### config.mk
export PLATFORM = sky130hd
export DESIGN_NAME = snake_body_ctrl
export DESIGN_NICKNAME = d
export VERILOG_FILES = /design/src/rtl/snake_body_ctrl.sv
export SDC_FILE = /design/constraint.sdc
export NUM_CORES = 1
export LEC_CHECK = 0
export BUFFER_PORTS_ARGS = -buffer_cell sky130_fd_sc_hd__buf_2
export CORE_MARGIN = 2
export CORE_UTILIZATION = 60
export CTS_CLUSTER_DIAMETER = 50
export DETAILED_ROUTE_END_ITERATION = 12
export GPL_TIMING_DRIVEN = 0
export PLACE_DENSITY = 0.82
export SLEW_MARGIN = 40
export SYNTH_ARGS = -nofsm -noshare
export SYNTH_HDL_FRONTEND = slang
export SYNTH_SLANG_ARGS = --single-unit
### constraint.sdc
create_clock -name clk_i -period 6.8 [get_ports clk_i]
set_input_delay 0.34 -clock clk_i [delete_from_list [all_inputs] [get_ports clk_i]]
set_output_delay 0.34 -clock clk_i [all_outputs]
set_load 0.05 [all_outputs]
### src/rtl/snake_body_ctrl.sv
// Snake body controller: direction latch, step timing, segment shift register with
// wall/self collision detection and a sticky game-over.

module snake_seg #(
   parameter logic [5:0] RST_X = 6'd0,
   parameter logic [5:0] RST_Y = 6'd0
) (
   input  logic       clk_i,
   input  logic       rst_i,
   input  logic       ld_i,
   input  logic [5:0] d_x_i,
   input  logic [5:0] d_y_i,
   input  logic [5:0] cmp_x_i,
   input  logic [5:0] cmp_y_i,
   output logic [5:0] x_o,
   output logic [5:0] y_o,
   output logic       hit_o
);
   logic [5:0] x_q, y_q;

   always_ff @(posedge clk_i) begin
      if (rst_i) begin
         x_q <= RST_X;
         y_q <= RST_Y;
      end else if (ld_i) begin
         x_q <= d_x_i;
         y_q <= d_y_i;
      end
   end

   assign x_o   = x_q;
   assign y_o   = y_q;
   assign hit_o = (x_q == cmp_x_i) && (y_q == cmp_y_i);
endmodule

module snake_body_ctrl #(
   parameter int          MAX_LEN  = 16,
   parameter int          INIT_LEN = 3,
   parameter int unsigned STEP_DIV = 12_500_000,
   parameter int          X_MAX    = 38,
   parameter int          Y_MAX    = 28
) (
   input  logic                   clk_i,
   input  logic                   rst_i,
   input  logic                   game_en_i,
   input  logic                   key_up_i,
   input  logic                   key_down_i,
   input  logic                   key_left_i,
   input  logic                   key_right_i,
   input  logic                   add_cube_i,
   input  logic                   died_i,
   output logic [5:0]             head_x_o,
   output logic [5:0]             head_y_o,
   output logic [6*MAX_LEN-1:0]   body_x_o,
   output logic [6*MAX_LEN-1:0]   body_y_o,
   output logic [4:0]             cube_num_o,
   output logic                   step_tick_o,
   output logic                   hit_wall_o,
   output logic                   hit_body_o,
   output logic                   game_over_o
);
   localparam int HEAD_X0 = 20;
   localparam int HEAD_Y0 = 15;

   typedef enum logic [1:0] {DIR_UP, DIR_DOWN, DIR_LEFT, DIR_RIGHT} dir_e;

   dir_e        dir_q, next_dir_q;
   logic [23:0] cnt_q;
   logic        step_pend_q, step_tick_q, grow_pend_q;
   logic [4:0]  cube_num_q;
   logic        hit_wall_q, hit_body_q, game_over_q;

   logic [MAX_LEN-1:0][5:0] seg_x, seg_y;
   logic [MAX_LEN-1:0]      seg_hit, seg_ld;

   function automatic dir_e rev_dir(input dir_e d);
      case (d)
         DIR_UP:   return DIR_DOWN;
         DIR_DOWN: return DIR_UP;
         DIR_LEFT: return DIR_RIGHT;
         default:  return DIR_LEFT;
      endcase
   endfunction

   // Highest-priority key this cycle; a reversal of the committed direction is dropped.
   dir_e key_dir;
   logic key_vld, key_ok;
   always_comb begin
      key_vld = 1'b1;
      key_dir = DIR_UP;
      if (key_up_i)         key_dir = DIR_UP;
      else if (key_down_i)  key_dir = DIR_DOWN;
      else if (key_left_i)  key_dir = DIR_LEFT;
      else if (key_right_i) key_dir = DIR_RIGHT;
      else                  key_vld = 1'b0;
   end
   assign key_ok = key_vld && (key_dir != rev_dir(dir_q));

   // Candidate head uses the pending direction, which becomes committed on the move.
   logic [5:0] nh_x, nh_y;
   always_comb begin
      nh_x = seg_x[0];
      nh_y = seg_y[0];
      case (next_dir_q)
         DIR_UP:    nh_y = seg_y[0] - 6'd1;
         DIR_DOWN:  nh_y = seg_y[0] + 6'd1;
         DIR_LEFT:  nh_x = seg_x[0] - 6'd1;
         default:   nh_x = seg_x[0] + 6'd1;
      endcase
   end

   logic wall;
   assign wall = (nh_x == 6'd0) || (nh_x > 6'(X_MAX)) ||
                 (nh_y == 6'd0) || (nh_y > 6'(Y_MAX));

   // Tail segment is excluded unless growing, since it vacates its cell on this move.
   logic [4:0] body_lim;
   logic       body_hit;
   assign body_lim = grow_pend_q ? (cube_num_q - 5'd1) : (cube_num_q - 5'd2);
   always_comb begin
      body_hit = 1'b0;
      for (int k = 1; k < MAX_LEN; k++)
         if (seg_hit[k] && (5'(k) <= body_lim)) body_hit = 1'b1;
   end

   logic       do_move, move_ok;
   logic [4:0] shift_lim;
   assign do_move   = step_pend_q && game_en_i && !game_over_q && !died_i;
   assign move_ok   = do_move && !wall && !body_hit;
   assign shift_lim = cube_num_q + {4'd0, grow_pend_q};

   for (genvar i = 0; i < MAX_LEN; i++) begin : g_seg
      localparam logic [5:0] RX = (i < INIT_LEN) ? 6'(HEAD_X0 - i) : 6'd0;
      localparam logic [5:0] RY = (i < INIT_LEN) ? 6'(HEAD_Y0)     : 6'd0;
      logic [5:0] dx, dy;
      if (i == 0) begin : g_head
         assign dx = nh_x;
         assign dy = nh_y;
      end else begin : g_body
         assign dx = seg_x[i-1];
         assign dy = seg_y[i-1];
      end
      assign seg_ld[i] = move_ok && (5'(i) < shift_lim);
      snake_seg #(.RST_X(RX), .RST_Y(RY)) u_seg (
         .clk_i   (clk_i),
         .rst_i   (rst_i),
         .ld_i    (seg_ld[i]),
         .d_x_i   (dx),
         .d_y_i   (dy),
         .cmp_x_i (nh_x),
         .cmp_y_i (nh_y),
         .x_o     (seg_x[i]),
         .y_o     (seg_y[i]),
         .hit_o   (seg_hit[i])
      );
   end

   always_ff @(posedge clk_i) begin
      if (rst_i) begin
         dir_q       <= DIR_RIGHT;
         next_dir_q  <= DIR_RIGHT;
         cnt_q       <= '0;
         step_pend_q <= 1'b0;
         step_tick_q <= 1'b0;
         grow_pend_q <= 1'b0;
         cube_num_q  <= 5'(INIT_LEN);
         hit_wall_q  <= 1'b0;
         hit_body_q  <= 1'b0;
         game_over_q <= 1'b0;
      end else begin
         step_tick_q <= 1'b0;
         if (!game_over_q) begin
            if (key_ok)     next_dir_q  <= key_dir;
            if (add_cube_i) grow_pend_q <= 1'b1;
            if (game_en_i) begin
               if (cnt_q == 24'(STEP_DIV - 1)) begin
                  cnt_q       <= '0;
                  step_pend_q <= 1'b1;
               end else begin
                  cnt_q       <= cnt_q + 24'd1;
                  step_pend_q <= 1'b0;
               end
            end
            if (died_i) begin
               game_over_q <= 1'b1;
            end else if (do_move) begin
               if (wall) begin
                  hit_wall_q  <= 1'b1;
                  game_over_q <= 1'b1;
               end else if (body_hit) begin
                  hit_body_q  <= 1'b1;
                  game_over_q <= 1'b1;
               end else begin
                  step_tick_q <= 1'b1;
                  dir_q       <= next_dir_q;
                  // A pulse landing on the move edge is carried to the next move.
                  grow_pend_q <= add_cube_i;
                  if (grow_pend_q && (cube_num_q < 5'(MAX_LEN)))
                     cube_num_q <= cube_num_q + 5'd1;
               end
            end
         end
      end
   end

   assign head_x_o    = seg_x[0];
   assign head_y_o    = seg_y[0];
   assign body_x_o    = seg_x;
   assign body_y_o    = seg_y;
   assign cube_num_o  = cube_num_q;
   assign step_tick_o = step_tick_q;
   assign hit_wall_o  = hit_wall_q;
   assign hit_body_o  = hit_body_q;
   assign game_over_o = game_over_q;
endmodule
== Word level (Yosys, flattened, before mapping) ==
Cells that the tools add are included.

* Register bits after elaboration: 231
* Input port bits: 9
* Output and inout port bits: 213
* Logic and storage cells: 238

* Add/subtract/negate cells: 9
* Magnitude comparators: 34
* Equality and inequality tests: 36
* Multiplexer cells: 40
* Bitwise operators: 5
* Reductions and logical operators: 72

{| class="wikitable"
|+ Operators with widths
! cell !! number
|-
| == test 6 bit || 30
|-
| logical AND 1 bit || 53
|-
| <= comparator 4 x 5 -> 1 bit, first input constant || 8
|-
| < comparator 4 x 5 -> 1 bit, first input constant || 8
|-
| two-way mux 1 bit || 31
|-
| adder 24 x 1 -> 24 bit, second input constant || 1
|-
| == test 24 bit, second input constant || 1
|-
| two-way mux 24 bit || 1
|-
| one-hot mux 6 bit (2 select lines) || 2
|-
| <= comparator 3 x 5 -> 1 bit, first input constant || 4
|-
| < comparator 3 x 5 -> 1 bit, first input constant || 4
|-
| adder 6 x 1 -> 6 bit, second input constant || 2
|-
| logical NOT 6 bit || 2
|-
| subtractor 6 x 1 -> 6 bit, second input constant || 2
|-
| <= comparator 2 x 5 -> 1 bit, first input constant || 2
|-
| < comparator 1 x 5 -> 1 bit, first input constant || 2
|-
| < comparator 2 x 5 -> 1 bit, first input constant || 2
|-
| AND reduction 5 bit || 2
|-
| two-way mux 2 bit || 4
|-
| > comparator 6 x 5 -> 1 bit, second input constant || 1
|-
| > comparator 6 bit, second input constant || 1
|-
| one-hot mux 2 bit (3 select lines) || 1
|-
| AND reduction 6 bit || 1
|-
| adder 5 x 1 -> 5 bit || 1
|-
| other kinds (17) || 30
|}

== Depth between registers and ports, before layout ==
* Depth after elaboration: 26
* Gate-level depth with buffers: 23
* Gate-level depth less buffers: 14

== Cells and area by module ==
From an unflattened synthesis, not the netlist that was laid out.

* Cell total of the unflattened synthesis: 1284
* Area total of the unflattened synthesis: 12077.8 um2

{| class="wikitable"
|+ Modules (own cells, without submodules)
! module !! times used !! cells each !! area each (um2) !! seq. area each (um2)
|-
| snake_seg (g_seg[10].u_seg ...) || 13 || 54 || 549.3 || 240.2
|-
| snake_body_ctrl || 1 || 417 || 3216.8 || 780.7
|-
| snake_seg (g_seg[0].u_seg ...) || 2 || 55 || 573.0 || 240.2
|-
| snake_seg (g_seg[1].u_seg) || 1 || 55 || 574.3 || 240.2
|}

== Least setup slack after synthesis ==
No wires, ideal clock.

* Kind: reg-to-reg
* From: register g_seg[0].u_seg.y_q[0]
* To: register g_seg[14].u_seg.x_q[0]
* Setup time: 0.122 ns
* Data arrival time: 4.604 ns
* Required time: 6.678 ns
* Path slack: 2.075 ns
* Cell stages (with the launch flop): 17
* Clock period less this slack: 4.725 ns
* Cell sequence: dfxtp_1 -> buf_2 -> buf_2 -> inv_1 -> fa_1 -> nor2b_1 -> clkbuf_1 -> mux4_2 -> o2111ai_1 -> nor4_1 -> a221o_1 -> a2111oi_2 -> nand4_1 -> buf_2 -> or3_1 -> buf_2 -> mux2i_1

* Cells in the longest elaborated chain, start to end: 23
* Elaborated cells between the ends (all ways): 72
* Classes of those cells: add/sub: 2; order compare: 1; eq/ne: 15; mux: 16; reduce/logical: 38

{| class="wikitable"
|+ Ends and longest elaborated chain
! element !! line !! RTL
|-
| from (decl) || 19 || <nowiki>logic [5:0] x_q, y_q;</nowiki>
|-
| from (signal assigned) || 27 || <nowiki>y_q <= d_y_i;</nowiki>
|-
| adder 6 x 1 -> 6 bit or subtractor 6 x 1 -> 6 bit (tied branches) || 106, 105 ||
|-
| one-hot mux 6 bit (2 select lines) (*) || 104 || <nowiki>case (next_dir_q)</nowiki>
|-
| == test 6 bit || 33 || <nowiki>assign hit_o = (x_q == cmp_x_i) && (y_q == cmp_y_i);</nowiki>
|-
| logical AND 1 bit || 33 ||
|-
| logical AND 1 bit || 123 || <nowiki>if (seg_hit[k] && (5'(k) <= body_lim)) body_hit = 1'b1;</nowiki>
|-
| two-way mux 1 bit (15 in a row) || 123 ||
|-
| logical NOT 1 bit || 129 || <nowiki>assign move_ok = do_move && !wall && !body_hit;</nowiki>
|-
| logical AND 1 bit (*) || 129 ||
|-
| logical AND 1 bit (*) || 143 || <nowiki>assign seg_ld[i] = move_ok && (5'(i) < shift_lim);</nowiki>
|-
| to (signal assigned) || 26 || <nowiki>x_q <= d_x_i;</nowiki>
|-
| to (decl) || 19 ||
|}

Mark *: on every way between the ends. The rest lies on a longest branch, timed or not.
A chain may end at the register's enable or synchronous reset.

== Worst setup path after layout ==
* From: register next_dir_q[1]
* To: register g_seg[5].u_seg.y_q[4]

* Cells in the longest elaborated chain, start to end: 24
* Elaborated cells between the ends (all ways): 93
* Classes of those cells: order compare: 2; eq/ne: 32; mux: 17; reduce/logical: 42

{| class="wikitable"
|+ Ends and longest elaborated chain
! element !! line !! RTL
|-
| from (decl) || 67 || <nowiki>dir_e dir_q, next_dir_q;</nowiki>
|-
| from (signal assigned) || 173 || <nowiki>if (key_ok) next_dir_q <= key_dir;</nowiki>
|-
| == test 2 x 1 -> 1 bit or logical NOT 2 bit (tied branches) || 104 ||
|-
| OR reduction 2 bit (no line) || - ||
|-
| one-hot mux 6 bit (2 select lines) || 104 ||
|-
| == test 6 bit || 33 ||
|-
| logical AND 1 bit || 33 ||
|-
| logical AND 1 bit || 123 ||
|-
| two-way mux 1 bit (15 in a row) || 123 ||
|-
| logical NOT 1 bit || 129 ||
|-
| logical AND 1 bit (*) || 129 ||
|-
| logical AND 1 bit (*) || 143 ||
|-
| to (signal assigned) || 27 ||
|-
| to (decl) || 19 ||
|}

Marks and branches as above.

==> impl_results.html <==
<table>
<tr><th>Metric</th><th>Value</th></tr>
<tr><th colspan="2">Status</th></tr>
<tr><td>Status</td><td>finished, final reports clean</td></tr>
<tr><th colspan="2">Finish</th></tr>
<tr><td>Post-route cell area</td><td>15500 µm²</td></tr>
<tr><td>Ratio of cells with drive above 1 in the final layout</td><td>21.5%</td></tr>
<tr><td>Layout Utilization</td><td>71.7%</td></tr>
<tr><td>Syn-to-layout area delta</td><td>18.1%</td></tr>
<tr><td>Number of nets in the layout</td><td>1706</td></tr>
<tr><th colspan="2">Pwr</th></tr>
<tr><td>Cell-internal power</td><td>2.25 mW</td></tr>
<tr><td>Combinational fraction of design power</td><td>10.1%</td></tr>
<tr><td>Net switching share of the total power</td><td>27.0%</td></tr>
<tr><td>Max rail drop VDD</td><td>0.185 mV</td></tr>
<tr><td>Static power due to leakage</td><td>7.40 nW</td></tr>
<tr><td>Switching power total</td><td>830 µW</td></tr>
<tr><td>Relative contribution of the clock network to total power</td><td>45.7%</td></tr>
<tr><td>Part of the total power dissipated in sequential elements</td><td>44.1%</td></tr>
<tr><td>Power density over cell area</td><td>198 nW/µm²</td></tr>
<tr><th colspan="2">STA</th></tr>
<tr><td>Slew @ Worst Pin</td><td>0.954 ns</td></tr>
<tr><td>Setup violations, final</td><td>0</td></tr>
<tr><td>Post-route clock period utilization</td><td>98.5%</td></tr>
<tr><td>Max Transition Viols Final</td><td>0</td></tr>
<tr><td>Peak Freq</td><td>149 MHz</td></tr>
<tr><td>Sum of negative setup slack</td><td>0 ns</td></tr>
<tr><td>Min cycle time layout</td><td>6.70 ns</td></tr>
<tr><td>Worst Skew</td><td>0.0211 ns</td></tr>
<tr><td>Setup repair after global routing missed its margin</td><td>no</td></tr>
<tr><td>Hold_ws</td><td>0.0304 ns</td></tr>
<tr><td>Hold Fails Final Rpt</td><td>0</td></tr>
<tr><td>Fin worst setup slack</td><td>0.100 ns</td></tr>
<tr><td>Worst slew margin</td><td>36.2%</td></tr>
<tr><th colspan="2">Route</th></tr>
<tr><td>Routed WL</td><td>49.8 mm</td></tr>
<tr><td>Via-to-Cell Ratio</td><td>6.44</td></tr>
<tr><td>Routed wire per std cell</td><td>25.1 µm</td></tr>
<tr><td>Post-route DRC</td><td>0</td></tr>
<tr><td>Routed vias</td><td>12800</td></tr>
<tr><td>Residual antenna-violating net count after detailed routing</td><td>0</td></tr>
<tr><td>DRC marker count from the first detailed-route iteration</td><td>1421</td></tr>
<tr><td>First-pass detailed-route iteration total</td><td>6</td></tr>
<tr><th colspan="2">Floorplan</th></tr>
<tr><td>Chip width</td><td>152 µm</td></tr>
<tr><td>Placeable core area</td><td>21700 µm²</td></tr>
<tr><td>Starting utilization of the core area</td><td>60.7%</td></tr>
<tr><td>Cell row count</td><td>54</td></tr>
<tr><td>Y dimension of the die</td><td>152 µm</td></tr>
<tr><td>IO Pins</td><td>222</td></tr>
<tr><td>Die outline area</td><td>23100 µm²</td></tr>
<tr><th colspan="2">Worst setup path</th></tr>
<tr><td>Kind of capture point of the worst setup path</td><td>flop</td></tr>
<tr><td>Critical path data arrival time</td><td>7.17 ns</td></tr>
<tr><td>Class of the most critical setup path</td><td>flop to flop</td></tr>
<tr><td>Data required time of the worst path</td><td>7.27 ns</td></tr>
<tr><td>Largest driver fanout on the critical path</td><td>10</td></tr>
<tr><td>Critical path launch point type</td><td>flop</td></tr>
<tr><th colspan="2">Logic synthesis</th></tr>
<tr><td>Post-synthesis async set-or-reset flop share</td><td>0%</td></tr>
<tr><td>Count of flip-flops with a built-in enable after synthesis</td><td>0</td></tr>
<tr><td>Cell types occupying the most area after synthesis</td><td>sky130_fd_sc_hd__dfxtp_1 (35%), sky130_fd_sc_hd__mux2i_1 (13%), sky130_fd_sc_hd__xnor2_1 (7.0%), sky130_fd_sc_hd__xor2_1 (6.1%), sky130_fd_sc_hd__nand2_1 (5.8%)</td></tr>
<tr><td>Net Count, Synth</td><td>1455</td></tr>
<tr><td>Post-synthesis compound-gate area fraction</td><td>9.15%</td></tr>
<tr><td>Synth top cells by count</td><td>sky130_fd_sc_hd__dfxtp_1 (231), sky130_fd_sc_hd__nand2_1 (204), sky130_fd_sc_hd__mux2i_1 (175), sky130_fd_sc_hd__xnor2_1 (105), sky130_fd_sc_hd__xor2_1 (92)</td></tr>
<tr><td>Number of different library cells in the post-synthesis netlist</td><td>81</td></tr>
<tr><td>Synthesized instance count</td><td>1432</td></tr>
<tr><td>Yosys Warn Count</td><td>0</td></tr>
<tr><td>Multiplexer share of the synthesized area</td><td>14.9%</td></tr>
<tr><td>Adder-cell share of the synthesized area</td><td>1.39%</td></tr>
<tr><td>Ys flop type</td><td>sky130_fd_sc_hd__dfxtp_1</td></tr>
<tr><td>Post-synthesis share of cell area spent on and, or, nand and nor gates</td><td>18.2%</td></tr>
<tr><td>Seq cells post-synth</td><td>231</td></tr>
<tr><td>Cell with the most instances after synthesis</td><td>sky130_fd_sc_hd__dfxtp_1</td></tr>
<tr><td>Dominant combinational cell family by area after synthesis</td><td>simple AND/OR/NAND/NOR gates</td></tr>
<tr><td>Fraction of the yosys area taken by sequential cells</td><td>35.1%</td></tr>
<tr><td>Portion of synthesized cell area occupied by the leading cell type</td><td>35.1%</td></tr>
<tr><td>Synth Area per Inst</td><td>9.19 µm²</td></tr>
<tr><td>Post-synthesis cell area</td><td>13200 µm²</td></tr>
<tr><td>Post-synthesis xor/xnor area fraction</td><td>16.4%</td></tr>
<tr><td>Library cell occupying the most area in the post-synthesis netlist</td><td>sky130_fd_sc_hd__dfxtp_1</td></tr>
<tr><th colspan="2">Global route</th></tr>
<tr><td>Vias in the first global route</td><td>12200</td></tr>
<tr><td>Total routing resource utilization after global routing</td><td>41.2%</td></tr>
<tr><td>Wire length of the first global-routing pass</td><td>73.4 mm</td></tr>
<tr><td>Remaining Overflow, GRT</td><td>0</td></tr>
<tr><td>Antenna violations before repair</td><td>0</td></tr>
<tr><td>Pin count of the biggest net entering global routing</td><td>14</td></tr>
<tr><th colspan="2">Placed design</th></tr>
<tr><td>Number of I/O port buffers</td><td>221</td></tr>
<tr><td>Post-placement worst setup slack</td><td>0.0609 ns</td></tr>
<tr><td>Global placer's final weighted congestion</td><td>1.04</td></tr>
<tr><td>Post-DP Area</td><td>14700 µm²</td></tr>
<tr><td>Post-detail-place hpwl</td><td>36.5 mm</td></tr>
<tr><th colspan="2">Clock tree</th></tr>
<tr><td>Clk pin slew, worst setup/hold paths</td><td>0.06 ns</td></tr>
<tr><td>Clock Sinks</td><td>231</td></tr>
<tr><td>CTS tree</td><td>yes</td></tr>
<tr><td>Clock buffer depth</td><td>3</td></tr>
<tr><td>Clock root cell</td><td>sky130_fd_sc_hd__clkbuf_16</td></tr>
<tr><td>Clock H-tree levels</td><td>1</td></tr>
<tr><td>Number of hold buffers added after CTS</td><td>0</td></tr>
<tr><td>TritonCTS buffer count</td><td>27</td></tr>
<tr><td>Clock latency on the worst-skew pair</td><td>0.55 ns</td></tr>
<tr><th colspan="2">Flow run</th></tr>
<tr><td>Count of max-cap constraint violations</td><td>0</td></tr>
<tr><th colspan="2">Hold path</th></tr>
<tr><td>Class of the worst hold path</td><td>input port to flop</td></tr>
</table>
[critical path, cell delays in order, from the launching register on]
cell and delay, ns:
sky130_fd_sc_hd__dfxtp_1 0.30, sky130_fd_sc_hd__buf_2 0.20, sky130_fd_sc_hd__buf_6 0.17, sky130_fd_sc_hd__buf_2 0.36
sky130_fd_sc_hd__buf_2 0.43, sky130_fd_sc_hd__clkbuf_2 0.47, sky130_fd_sc_hd__nand2b_1 0.14, sky130_fd_sc_hd__xnor2_1 0.16
sky130_fd_sc_hd__ha_1 0.28, sky130_fd_sc_hd__buf_2 0.31, sky130_fd_sc_hd__mux2i_4 0.70, sky130_fd_sc_hd__xnor2_1 0.12
sky130_fd_sc_hd__a2111oi_0 0.73, sky130_fd_sc_hd__o2111ai_1 0.20, sky130_fd_sc_hd__nor4b_1 0.47, sky130_fd_sc_hd__nor4_1 0.12
sky130_fd_sc_hd__and4_1 0.19, sky130_fd_sc_hd__buf_2 0.19, sky130_fd_sc_hd__buf_4 0.20, sky130_fd_sc_hd__nand2_1 0.32
sky130_fd_sc_hd__buf_4 0.31, sky130_fd_sc_hd__mux2i_1 0.22
[cell type report]
cell class	instances	area [µm²]
multi-input cells	1074	7970
inverters	16	60.1
well taps	280	350
repair buffers	222	1110
clock inverters	12	86.3
clock buffers	37	773
plain buffers	111	576
diodes	1	2.50
flip-flops and latches	231	4620
fillers	1730	6140
[cells by family (layout without fill, tap and decap cells)]
group	Yosys count	count (layout)
multiplexers	186	186
flip-flops	231	231
adder cells (fa/ha/maj)	14	14
buffers and inverters	127	398
other	0	1
AO/OA/AOI/OAI	165	165
AND/OR/NAND/NOR	492	492
XOR/XNOR	217	217
[power groups by stage]
| stage | clock network (mW) | logic (mW) | registers [mW] |
|---|---|---|---|
| after CTS | 1.40 | 0.294 | 1.36 |
| after detailed placement | 0 | 0.291 | 1.39 |
| after floorplan | 0 | 0.195 | 1.39 |
| final | 1.41 | 0.312 | 1.36 |
| after global placement | 0 | 0.287 | 1.39 |
| after global routing | 1.45 | 0.320 | 1.36 |
[what timing repair did]
item,4_1_cts,5_1_grt
setup endpoints to repair,0,171
resized for setup,0,5
setup buffers,0,0
[stage by stage]
stage	std cells	total power [mW]
2_1_floorplan	1432	1.59
3_3_place_gp	1933	1.68
3_5_place_dp	1934	1.68
4_1_cts	1983	3.05
5_1_grt	1983	3.13
6_report	1984	3.08
[worst paths after layout]
check,startpoint,to,slack (ns),depth (start not counted)
setup / recovery,next_dir_q[1],g_seg[5].u_seg.y_o[4],0.10,21
hold / removal,add_cube_i,grow_pend_q,0.03,2
setup reg to reg,next_dir_q[1],g_seg[5].u_seg.y_o[4],0.10,21
hold reg to reg,hit_body_o,hit_body_o,0.47,2
[per-layer routing]
metal	part of all wire, %	GRT usage, %
met4	6.0	21.5
met2	43	63.6
met3	12	7.62
met1	39	55.2
met5	0	0
[state kept, by name, summed over array words and instances, names as in the netlist]
register	count
g_seg.u_seg.y_o	96
dir_q	2
cnt_q	24
next_dir_q	2
step_pend_q	1
g_seg.u_seg.x_o	96
step_tick_o	1
grow_pend_q	1
cube_num_o	5
hit_body_o	1
hit_wall_o	1
game_over_o	1
[layout by cell type, fill, tap and decap left out, drive strengths merged, types with 8 or more instances in the layout]
cell type / n
a2111oi: 10
and4: 11
buf: 283
a31oi: 13
xnor2: 109
inv: 19
nor2: 81
clkbuf: 87
a21oi: 35
xor2: 93
nand3: 38
o311ai: 8
o21ai: 23
nor3: 41
nand4: 19
nand2: 204
ha: 13
o31ai: 11
dfxtp: 231
or3: 12
nor4: 20
o211ai: 8
xnor3: 14
and3: 15
nor2b: 15
a31o: 14
mux2i: 177
Power figures use the tool's default switching activity.
